[config.mk]
export PLATFORM = sky130hd
export DESIGN_NAME = ifmux_drr_sched_flat
export DESIGN_NICKNAME = d
export VERILOG_FILES = /design/src/rtl/ifmux_drr_sched_if.sv /design/src/rtl/ifmux_drr_sched.sv /design/src/flat_wrapper.sv
export SDC_FILE = /design/constraint.sdc
export NUM_CORES = 1
export LEC_CHECK = 0
export ABC_CLOCK_PERIOD_IN_PS = 6600
export CORE_AREA = 2 2 91 159
export DETAILED_ROUTE_END_ITERATION = 10
export DIE_AREA = 0 0 93 161
export DONT_BUFFER_PORTS = 1
export HOLD_SLACK_MARGIN = 0.1
export SETUP_SLACK_MARGIN = 0.5
export SLEW_MARGIN = 30
export SYNTH_ARGS = -nofsm -noshare
export SYNTH_HDL_FRONTEND = slang
export SYNTH_SLANG_ARGS = --single-unit
[constraint.sdc]
create_clock -name clk_sys -period 6.6 [get_ports clk_sys]
set_input_delay 0.99 -clock clk_sys [delete_from_list [all_inputs] [get_ports clk_sys]]
set_output_delay 0.99 -clock clk_sys [all_outputs]
set_load 0.03 [all_outputs]
[src/rtl/ifmux_drr_sched_if.sv]
// Request/grant bundle between the per-port rx pointer fifos, the DRR scheduler and the store mux.
// No logic: the master side drives requests/acks, the slave side (scheduler) drives the grant.
// Backpressure (bp) and grant_ack travel on this bundle alongside the requests.
interface ifmux_drr_sched_if;
    logic [3:0]  req;
    logic [10:0] req_len0;
    logic [10:0] req_len1;
    logic [10:0] req_len2;
    logic [10:0] req_len3;
    logic [3:0]  req_err;
    logic        bp;
    logic        grant_ack;
    logic        xfer_done;
    logic        grant_valid;
    logic [3:0]  grant_vec;
    logic [1:0]  grant_bin;
    logic [10:0] grant_len;
    logic        busy;

    modport master (
        output req, req_len0, req_len1, req_len2, req_len3, req_err,
        output bp, grant_ack, xfer_done,
        input  grant_valid, grant_vec, grant_bin, grant_len, busy
    );

    modport slave (
        input  req, req_len0, req_len1, req_len2, req_len3, req_err,
        input  bp, grant_ack, xfer_done,
        output grant_valid, grant_vec, grant_bin, grant_len, busy
    );
endinterface

[src/rtl/ifmux_drr_sched.sv]
// Deficit-round-robin grant scheduler for 4 ingress ports; optional IFMUX_SCHED_STRICT_P0_EN gives port 0 strict priority.
// Latency: 2 cycles IDLE->grant_valid when the pointed port already holds enough deficit, one port visited per SCAN cycle.
// Backpressure: bp blocks new grants only (IDLE/SCAN); a committed grant runs through ack and xfer_done regardless.
module ifmux_drr_sched #(
    parameter int QUANTUM = 1536,
    parameter int DEF_W   = 13
) (
    input  logic             clk_sys,
    input  logic             rstn_sys,
    ifmux_drr_sched_if.slave sif
);

    typedef enum logic [3:0] {
        ST_IDLE  = 4'b0001,
        ST_SCAN  = 4'b0010,
        ST_GRANT = 4'b0100,
        ST_XFER  = 4'b1000
    } state_e;

    localparam logic [DEF_W:0] QUANT_X = (DEF_W+1)'(QUANTUM);
    localparam logic [DEF_W:0] DEF_MAX = {1'b0, {DEF_W{1'b1}}};

    state_e             state_q, state_d;
    logic [1:0]         ptr_q, ptr_d;
    logic [DEF_W-1:0]   deficit_q [4];
    logic [DEF_W-1:0]   deficit_d [4];
    logic [3:0]         gnt_vec_q, gnt_vec_d;
    logic [1:0]         gnt_bin_q, gnt_bin_d;
    logic [10:0]        gnt_len_q, gnt_len_d;
    logic               nochg_q, nochg_d;

    logic [10:0]        req_len [4];
    logic [1:0]         ptr_nxt;
    logic [DEF_W-1:0]   cur_def;
    logic               def_ok;
    logic [DEF_W:0]     credit_sum;
    logic [DEF_W-1:0]   credit_sat;
    logic [DEF_W-1:0]   g_def;
    logic [DEF_W-1:0]   g_len_x;
    logic [DEF_W-1:0]   charged;

    assign req_len[0] = sif.req_len0;
    assign req_len[1] = sif.req_len1;
    assign req_len[2] = sif.req_len2;
    assign req_len[3] = sif.req_len3;

    assign ptr_nxt    = ptr_q + 2'd1;
    assign cur_def    = deficit_q[ptr_q];
    assign def_ok     = cur_def >= DEF_W'(req_len[ptr_q]);

    // Quantum credit for the port being advanced to, clamped at the counter ceiling.
    assign credit_sum = {1'b0, deficit_q[ptr_nxt]} + QUANT_X;
    assign credit_sat = (credit_sum > DEF_MAX) ? DEF_MAX[DEF_W-1:0] : credit_sum[DEF_W-1:0];

    assign g_def      = deficit_q[gnt_bin_q];
    assign g_len_x    = DEF_W'(gnt_len_q);
    assign charged    = (g_def >= g_len_x) ? (g_def - g_len_x) : '0;

    always_comb begin
        state_d   = state_q;
        ptr_d     = ptr_q;
        deficit_d = deficit_q;
        gnt_vec_d = gnt_vec_q;
        gnt_bin_d = gnt_bin_q;
        gnt_len_d = gnt_len_q;
        nochg_d   = nochg_q;

        case (state_q)
            ST_IDLE: begin
                if ((sif.req != 4'b0000) && !sif.bp) begin
                    state_d = ST_SCAN;
                end
            end

            ST_SCAN: begin
                if (sif.bp || (sif.req == 4'b0000)) begin
                    state_d = ST_IDLE;
                end
`ifdef IFMUX_SCHED_STRICT_P0_EN
                else if (sif.req[0]) begin
                    // Priority grant leaves ptr and all deficits untouched so DRR resumes where it was.
                    state_d   = ST_GRANT;
                    gnt_vec_d = 4'b0001;
                    gnt_bin_d = 2'd0;
                    gnt_len_d = req_len[0];
                    nochg_d   = 1'b1;
                end
`endif
                else if (!sif.req[ptr_q]) begin
                    deficit_d[ptr_q]   = '0;
                    ptr_d              = ptr_nxt;
                    deficit_d[ptr_nxt] = credit_sat;
                end else if (sif.req_err[ptr_q] || def_ok) begin
                    // Errored frames are flushed without costing the port any deficit.
                    state_d   = ST_GRANT;
                    gnt_vec_d = 4'b0001 << ptr_q;
                    gnt_bin_d = ptr_q;
                    gnt_len_d = req_len[ptr_q];
                    nochg_d   = sif.req_err[ptr_q];
                end else begin
                    ptr_d              = ptr_nxt;
                    deficit_d[ptr_nxt] = credit_sat;
                end
            end

            ST_GRANT: begin
                if (sif.grant_ack) begin
                    state_d = ST_XFER;
                    if (!nochg_q) begin
                        deficit_d[gnt_bin_q] = charged;
                    end
                end
            end

            ST_XFER: begin
                if (sif.xfer_done) begin
                    state_d = ST_SCAN;
                end
            end

            default: state_d = ST_IDLE;
        endcase
    end

    always_ff @(posedge clk_sys or negedge rstn_sys) begin
        if (!rstn_sys) begin
            state_q   <= ST_IDLE;
            ptr_q     <= 2'd0;
            gnt_vec_q <= 4'b0000;
            gnt_bin_q <= 2'd0;
            gnt_len_q <= 11'd0;
            nochg_q   <= 1'b0;
            for (int i = 0; i < 4; i++) begin
                deficit_q[i] <= '0;
            end
        end else begin
            state_q   <= state_d;
            ptr_q     <= ptr_d;
            gnt_vec_q <= gnt_vec_d;
            gnt_bin_q <= gnt_bin_d;
            gnt_len_q <= gnt_len_d;
            nochg_q   <= nochg_d;
            for (int i = 0; i < 4; i++) begin
                deficit_q[i] <= deficit_d[i];
            end
        end
    end

    assign sif.grant_valid = (state_q == ST_GRANT);
    assign sif.busy        = (state_q == ST_GRANT) || (state_q == ST_XFER);
    assign sif.grant_vec   = gnt_vec_q;
    assign sif.grant_bin   = gnt_bin_q;
    assign sif.grant_len   = gnt_len_q;

    a_state_onehot: assert property (@(posedge clk_sys) disable iff (!rstn_sys)
        $onehot(state_q));

    a_grant_onehot: assert property (@(posedge clk_sys) disable iff (!rstn_sys)
        sif.grant_valid |-> $onehot(sif.grant_vec));

    a_grant_stable: assert property (@(posedge clk_sys) disable iff (!rstn_sys)
        (sif.grant_valid && !sif.grant_ack) |=> (sif.grant_valid && $stable(sif.grant_vec)
                                                 && $stable(sif.grant_len)));

endmodule

[src/flat_wrapper.sv]
// flat-port wrapper written by rule: the top's interface ports become plain ports
module ifmux_drr_sched_flat 
#(
    parameter int QUANTUM = 1536,
    parameter int DEF_W   = 13
)
  (clk_sys, rstn_sys, sif_req, sif_req_len0, sif_req_len1, sif_req_len2, sif_req_len3, sif_req_err, sif_bp, sif_grant_ack, sif_xfer_done, sif_grant_valid, sif_grant_vec, sif_grant_bin, sif_grant_len, sif_busy);
  ifmux_drr_sched_if sif_i ();
  input  logic clk_sys;
  input  logic rstn_sys;
  input wire logic [$bits(sif_i.req)-1:0] sif_req;
  input wire logic [$bits(sif_i.req_len0)-1:0] sif_req_len0;
  input wire logic [$bits(sif_i.req_len1)-1:0] sif_req_len1;
  input wire logic [$bits(sif_i.req_len2)-1:0] sif_req_len2;
  input wire logic [$bits(sif_i.req_len3)-1:0] sif_req_len3;
  input wire logic [$bits(sif_i.req_err)-1:0] sif_req_err;
  input wire logic [$bits(sif_i.bp)-1:0] sif_bp;
  input wire logic [$bits(sif_i.grant_ack)-1:0] sif_grant_ack;
  input wire logic [$bits(sif_i.xfer_done)-1:0] sif_xfer_done;
  output wire logic [$bits(sif_i.grant_valid)-1:0] sif_grant_valid;
  output wire logic [$bits(sif_i.grant_vec)-1:0] sif_grant_vec;
  output wire logic [$bits(sif_i.grant_bin)-1:0] sif_grant_bin;
  output wire logic [$bits(sif_i.grant_len)-1:0] sif_grant_len;
  output wire logic [$bits(sif_i.busy)-1:0] sif_busy;
  assign sif_i.req = sif_req;
  assign sif_i.req_len0 = sif_req_len0;
  assign sif_i.req_len1 = sif_req_len1;
  assign sif_i.req_len2 = sif_req_len2;
  assign sif_i.req_len3 = sif_req_len3;
  assign sif_i.req_err = sif_req_err;
  assign sif_i.bp = sif_bp;
  assign sif_i.grant_ack = sif_grant_ack;
  assign sif_i.xfer_done = sif_xfer_done;
  assign sif_grant_valid = sif_i.grant_valid;
  assign sif_grant_vec = sif_i.grant_vec;
  assign sif_grant_bin = sif_i.grant_bin;
  assign sif_grant_len = sif_i.grant_len;
  assign sif_busy = sif_i.busy;
  ifmux_drr_sched #(.QUANTUM(QUANTUM), .DEF_W(DEF_W)) u_core (.clk_sys(clk_sys), .rstn_sys(rstn_sys), .sif(sif_i));
endmodule
==> results of run 1 <==
-- sequential cells by signal (all words and copies together), names as in the netlist --
signal and cells:
u_core.deficit_q 52, u_core.sif.grant_len 11, u_core.sif.grant_vec 4, u_core.state_q 4, u_core.ptr_q 2, u_core.sif.grant_bin 2
u_core.nochg_q 1
-- area by class of cell --
| type | instances | area [um2] |
|---|---|---|
| fill | 1253 | 6520 |
| multi-input combinational | 481 | 4370 |
| sequential | 76 | 1900 |
| clock buffer | 10 | 239 |
| inverter | 63 | 236 |
| tap | 177 | 221 |
| timing repair buffer | 15 | 113 |
| clock inverter | 6 | 87.6 |
-- cells by family after synthesis --
family / count (synthesis) / synth area share
buffers and inverters: 104 / 0.0698
DFF: 76 / 0.283
AOI/OAI and AO/OA: 190 / 0.197
adders and majority gates: 28 / 0.0531
muxes: 120 / 0.288
and+or+nand+nor: 133 / 0.0964
xor gates and xnor gates: 10 / 0.0130
-- metrics by stage --
| stage | cells | power [uW] | hold slack, ps | setup slack [ps] |
|---|---|---|---|---|
| CTS | 828 | 4450 | 331 | 1880 |
| global placement | 812 | 3790 | 536 | 2040 |
| finish | 828 | 4520 | 330 | 1930 |
| global route | 828 | 4790 | 325 | 1810 |
| detailed placement | 812 | 3870 | 539 | 1910 |
| floorplan | 661 | 3090 | 498 | 2630 |
-- final timing paths --
path	startpoint	endpoint	slack [ps]	cells past startpoint
setup / recovery	u_core.ptr_q[0]$_DFFE_PN0P_	u_core.deficit_q[45]$_DFFE_PN0P_	1930	11
hold / removal	rstn_sys	u_core.sif.grant_len[2]$_DFFE_PN0P_	330	0
setup reg to reg	u_core.ptr_q[0]$_DFFE_PN0P_	u_core.deficit_q[45]$_DFFE_PN0P_	1930	11
hold reg to reg	u_core.nochg_q$_DFFE_PN0P_	u_core.nochg_q$_DFFE_PN0P_	560	1
max in group asynchronous	rstn_sys	u_core.state_q[0]$_DFFE_PN1P_	6050	0
min in group clk_sys	u_core.nochg_q$_DFFE_PN0P_	u_core.nochg_q$_DFFE_PN0P_	560	1
-- worst max-delay path: cells and delay by family, from the launching register on --
family                   cells  cell delay [ps]
AND/OR/NAND/NOR              1              170
adder cells (fa/ha/maj)      1              210
multiplexers                 2              950
AO/OA/AOI/OAI                5             2060
flip-flops                   1              660
buffers and inverters        2              470
-- report_power, final --
part           internal [uW]  total (uW)  leakage, uW  switching [uW]
Clock                    341         557     0.000151             216
Sequential               663        1020     0.000932             361
Combinational           1230        2930      0.00190            1710
-- layer usage --
metal | wire (um) | GRT usage | up-vias
met2 | 11100 | 0.506 | 340
met4 | 1230 | 0.166 | 0
met3 | 1610 | 0.0420 | 85
met1 | 7680 | 0.337 | 2890
met5 | 0 | 0 | -
li1 | - | - | 2471
-- cells in the final DEF, fill, tap and decap left out, drive strengths merged, types with 4 or more instances in the layout --
cell type	count
nand2	21
inv	61
a211oi	10
clkbuf	10
o2bb2ai	12
mux2i	35
ha	27
o211ai	9
nor3	25
nand3	15
o21ai	39
o211a	6
o21a	5
xnor2	5
a21o	19
o22ai	4
nor2	39
mux2	35
a21oi	49
or3	4
dfrtp	75
buf	15
xor2	5
a32oi	7
mux4	50
nor2b	11
==> run summary, run 1 <==
core area: 13700 um2
Global Route Usage Sum: 0.291
Area Growth Syn to Fin: 6.52%
TritonCTS clock tree: done
post-synthesis sequential area ratio: 0.283
CP cell instances: buf_4, mux4_2, inv_1, ha_1, nand2b_1, a21o_1, a211oi_1, o21ai_0, a211o_1, a22oi_4, mux2_2
DRT Pass-1 Iters: 5
Setup Buffers After CTS: 0
Worst VDD drop: 0.229 mV
RSZ-0062 raised after global routing: no
DRC violations left: 0
Overflow after GRT: 0
CP Capture Type: flip-flop
IO Pins: 76
crit path time final: 4670 ps
proportion of synthesized flip-flops having asynchronous set or reset: 1.00
most frequent cell after synthesis: dfrtp_1
CP required: 6820 ps
height of the die: 161 um
vias in the first global route: 5963
Skew-Pair Late Insertion Delay: 350 ps
wire length per cell: 26.1 um
drt total wl: 21700 um
hold crit path type: in2async
CTS sink cnt: 76
power density over cell area: 629 nW/um2
Post-Syn Instances: 661
Die ar.: 15000 um2
Synth cell types: 69
Area after DPL: 6850 um2
Post-CTS Resized: 0
largest net degree at the start of global routing: 77
area leader, netlist: dfrtp_1
final hold violation count: 0
GPL Wtd Cong: 0.944
Synth warnings: 0
fin nets: 731
final period utilization: 0.707
IO Port Bufs: 0
DIE WIDTH: 93 um
worst slew pin tran: 994 ps
synth cell count leaders: 75 x dfrtp_1, 60 x inv_1, 47 x mux4_2
Final Max Tran Viols: 0
utilization after layout: 0.524
max incr delay on CP: 720 ps
P_leak: 0.00299 uW
max frequency: 214 MHz
Antenna Cells: 0
initial antenna violation count: 0
layout cell share with drive strength beyond 1: 0.203
# hold bufs at CTS: 0
H-Tree Depth: 3
post-DP HPWL: 15400 um
DR iter-0 viols: 464
Critical-path top delay cell: a22oi_4
CTS Buffer Depth: 2
status: complete, no violations
Seq cells post-synth: 76
CP startpoint kind: flip-flop
Final Setup Violations: 0
setup TNS: 0 ps
slew margin rel.: 0.337
synthesized area: 6740 um2
vias: 5786
post-route ant nets: 0
Initial Utilization: 0.492
WP data arrival: 4890 ps
crit-path max FO: 19
Post-synth EDFFs: 0
maxcap violations: 0
syn_nets: 746
vias per std cell: 6.99
# rows: 57
Main synth FF type: dfrtp_1
cts bufs inserted: 9
Synth area leaders: dfrtp_1 28%, mux4_2 16%, mux2i_1 5.2%
clock root cell: clkbuf_16
clock-pin slew on the worst setup and hold paths: 70 ps
Synth top area share: 0.279
Mapped Avg Cell Area: 10.2 um2
worst setup skew after layout: 9.09 ps
first-pass GRT wire length: 32900 um
Crit Path Class: reg2reg
Design Area, Final: 7180 um2
No activity file was read; power rests on OpenSTA's default activity.
==> inputs of run 2 (changes only) <==
--- a/config.mk
+++ b/config.mk
@@ -5,7 +5,7 @@
 export SDC_FILE = /design/constraint.sdc
 export NUM_CORES = 1
 export LEC_CHECK = 0
-export ABC_CLOCK_PERIOD_IN_PS = 6600
+export ABC_CLOCK_PERIOD_IN_PS = 4600
 export CORE_AREA = 2 2 91 159
 export DETAILED_ROUTE_END_ITERATION = 10
 export DIE_AREA = 0 0 93 161
==> constraint.sdc (replaced) <==
create_clock -name clk_sys -period 4.6 [get_ports clk_sys]
set_input_delay 0.69 -clock clk_sys [delete_from_list [all_inputs] [get_ports clk_sys]]
set_output_delay 0.69 -clock clk_sys [all_outputs]
set_load 0.03 [all_outputs]
==> run summary, run 2 (synthesized netlist as in run 1, its figures left out) <==
GPL Wtd Cong: 0.987 (was 0.944)
most common cell after layout, fill and taps aside: dfrtp_1 (unchanged)
max frequency: 249 MHz (was 214 MHz)
cts bufs inserted: 9 (unchanged)
DRT Pass-1 Iters: 5 (unchanged)
setup TNS: 0 ps (unchanged)
height of the die: 161 um (unchanged)
Overflow after GRT: 0 (unchanged)
worst setup skew after layout: 6.03 ps (was 9.09 ps)
final period utilization: 0.872 (was 0.707)
worst setup margin: 591 ps (was 1930 ps)
vias: 5840 (was 5786)
CP cell instances: buf_4, mux4_2, ha_1, and4_1, a221oi_1, o21a_1, o21ai_0, a211o_2, a21oi_4, mux2_2 (was buf_4, mux4_2, inv_1, ha_1, nand2b_1, a21o_1, a211oi_1, o21ai_0, a211o_1, a22oi_4, mux2_2)
Die ar.: 15000 um2 (unchanged)
Area after DPL: 6980 um2 (was 6850 um2)
Area Growth Syn to Fin: 9.19% (was 6.52%)
number of flip-flops in the largest register: 52 (unchanged)
final cell count without fillers: 848 (was 828)
IO Pins: 76 (unchanged)
hold crit path type: in2async (unchanged)
P_leak: 0.00310 uW (was 0.00299 uW)
CP Buf/Inv Count: 1 (was 2)
placed insts: 830 (was 812)
Initial Utilization: 0.492 (unchanged)
most frequent cells in the layout: 74 x dfrtp_1, 60 x inv_1, 47 x mux4_2 (unchanged)
largest net degree at the start of global routing: 76 (was 77)
post-route ant nets: 0 (unchanged)
clock root cell: clkbuf_16 (unchanged)
worst slew pin tran: 945 ps (was 994 ps)
slew margin rel.: 0.370 (was 0.337)
fin nets: 751 (was 731)
layout cell share with drive strength beyond 1: 0.228 (was 0.203)
DIE WIDTH: 93 um (unchanged)
power density over cell area: 899 nW/um2 (was 629 nW/um2)
RSZ-0062 raised after global routing: no (unchanged)
Design Area, Final: 7360 um2 (was 7180 um2)
vias per std cell: 6.89 (was 6.99)
wire length per cell: 25.9 um (was 26.1 um)
CTS sink cnt: 76 (unchanged)
clock-pin slew on the worst setup and hold paths: 60 ps (was 70 ps)
post-DP HPWL: 15700 um (was 15400 um)
Skew-Pair Late Insertion Delay: 350 ps (about the same)
max incr delay on CP: 620 ps (was 720 ps)
Global Route Usage Sum: 0.295 (was 0.291)
IO Port Bufs: 0 (unchanged)
drt total wl: 22000 um (was 21700 um)
utilization after layout: 0.537 (was 0.524)
initial antenna violation count: 0 (unchanged)
maxcap violations: 0 (unchanged)
Critical-path top delay cell: dfrtp_4 (was a22oi_4)
delay-heaviest family, CP: compound AO/OA/AOI/OAI gates (unchanged)
TritonCTS clock tree: done (unchanged)
CP required: 4830 ps (was 6820 ps)
Worst VDD drop: 0.274 mV (was 0.229 mV)
first-pass GRT wire length: 33100 um (was 32900 um)
CP startpoint kind: flip-flop (unchanged)
Crit Path Class: reg2reg (unchanged)
core area: 13700 um2 (unchanged)
DP Worst Slack: 348 ps (was 1910 ps)
vias in the first global route: 5929 (was 5963)
CTS Buffer Depth: 2 (unchanged)
DR iter-0 viols: 587 (was 464)
crit-path max FO: 17 (was 19)
status: complete, no violations (unchanged)
Antenna Cells: 0 (unchanged)
largest register by flop count: u_core.deficit_q (unchanged)
# rows: 57 (unchanged)
final hold violation count: 0 (unchanged)
CP Capture Type: flip-flop (unchanged)
WP data arrival: 4240 ps (was 4890 ps)
Final Setup Violations: 0 (unchanged)
crit path time final: 4010 ps (was 4670 ps)
H-Tree Depth: 3 (unchanged)
Final Max Tran Viols: 0 (unchanged)
DRC violations left: 0 (unchanged)
-- run 2: worst paths after layout --
check / endpoint / cells after the start / startpoint / slack, ps
max: u_core.deficit_q[26]$_DFFE_PN0P_ / 10 / u_core.ptr_q[0]$_DFFE_PN0P_ / 590
min: u_core.state_q[0]$_DFFE_PN1P_ / 0 / rstn_sys / 180
max reg2reg: u_core.deficit_q[26]$_DFFE_PN0P_ / 10 / u_core.ptr_q[0]$_DFFE_PN0P_ / 590
min reg2reg: u_core.nochg_q$_DFFE_PN0P_ / 1 / u_core.nochg_q$_DFFE_PN0P_ / 560
max in group asynchronous: u_core.ptr_q[0]$_DFFE_PN0P_ / 1 / rstn_sys / 4020
min in group clk_sys: u_core.state_q[3]$_DFFE_PN0P_ / 2 / sif_xfer_done / 520
-- run 2: through the flow --
step | hold WS, ps | total power (uW)
after floorplan | 394 | 4430
after global placement | 396 | 5560
after detailed placement | 396 | 5690
after CTS | 178 | 6520
after global routing | 178 | 7000
final | 184 | 6610
-- run 2: final cells by class --
| type | count | area (um2) |
|---|---|---|
| fillers | 1263 | 6340 |
| multi-input cells | 481 | 4380 |
| flip-flops and latches | 76 | 1910 |
| repair buffers | 35 | 295 |
| inverters | 63 | 236 |
| clock buffers | 10 | 229 |
| well taps | 177 | 221 |
| clock inverters | 6 | 88.8 |
-- run 2: timing repair --
| action | CTS | global route |
|---|---|---|
| hold buffers | 1 | 0 |
| endpoints found under the hold margin | 75 | 0 |
| buffers inserted | 1 | 0 |
| setup endpoints to repair | 45 | 37 |
| pin swaps | 1 | 1 |
| gates resized for setup | 1 | 4 |
-- run 2: layer usage --
metal / track usage / wire, um / vias to the layer above
li1: - / - / 2520
met1: 0.340 / 7900 / 2921
met2: 0.519 / 11400 / 336
met3: 0.0494 / 1710 / 63
met4: 0.150 / 972 / 0
met5: 0 / 0 / -
-- run 2: power breakdown --
| group | internal (uW) | total, uW | switching (uW) |
|---|---|---|---|
| clock | 476 | 783 | 307 |
| combinational | 1820 | 4360 | 2540 |
| sequential | 954 | 1470 | 513 |
| total | 3250 | 6610 | 3360 |
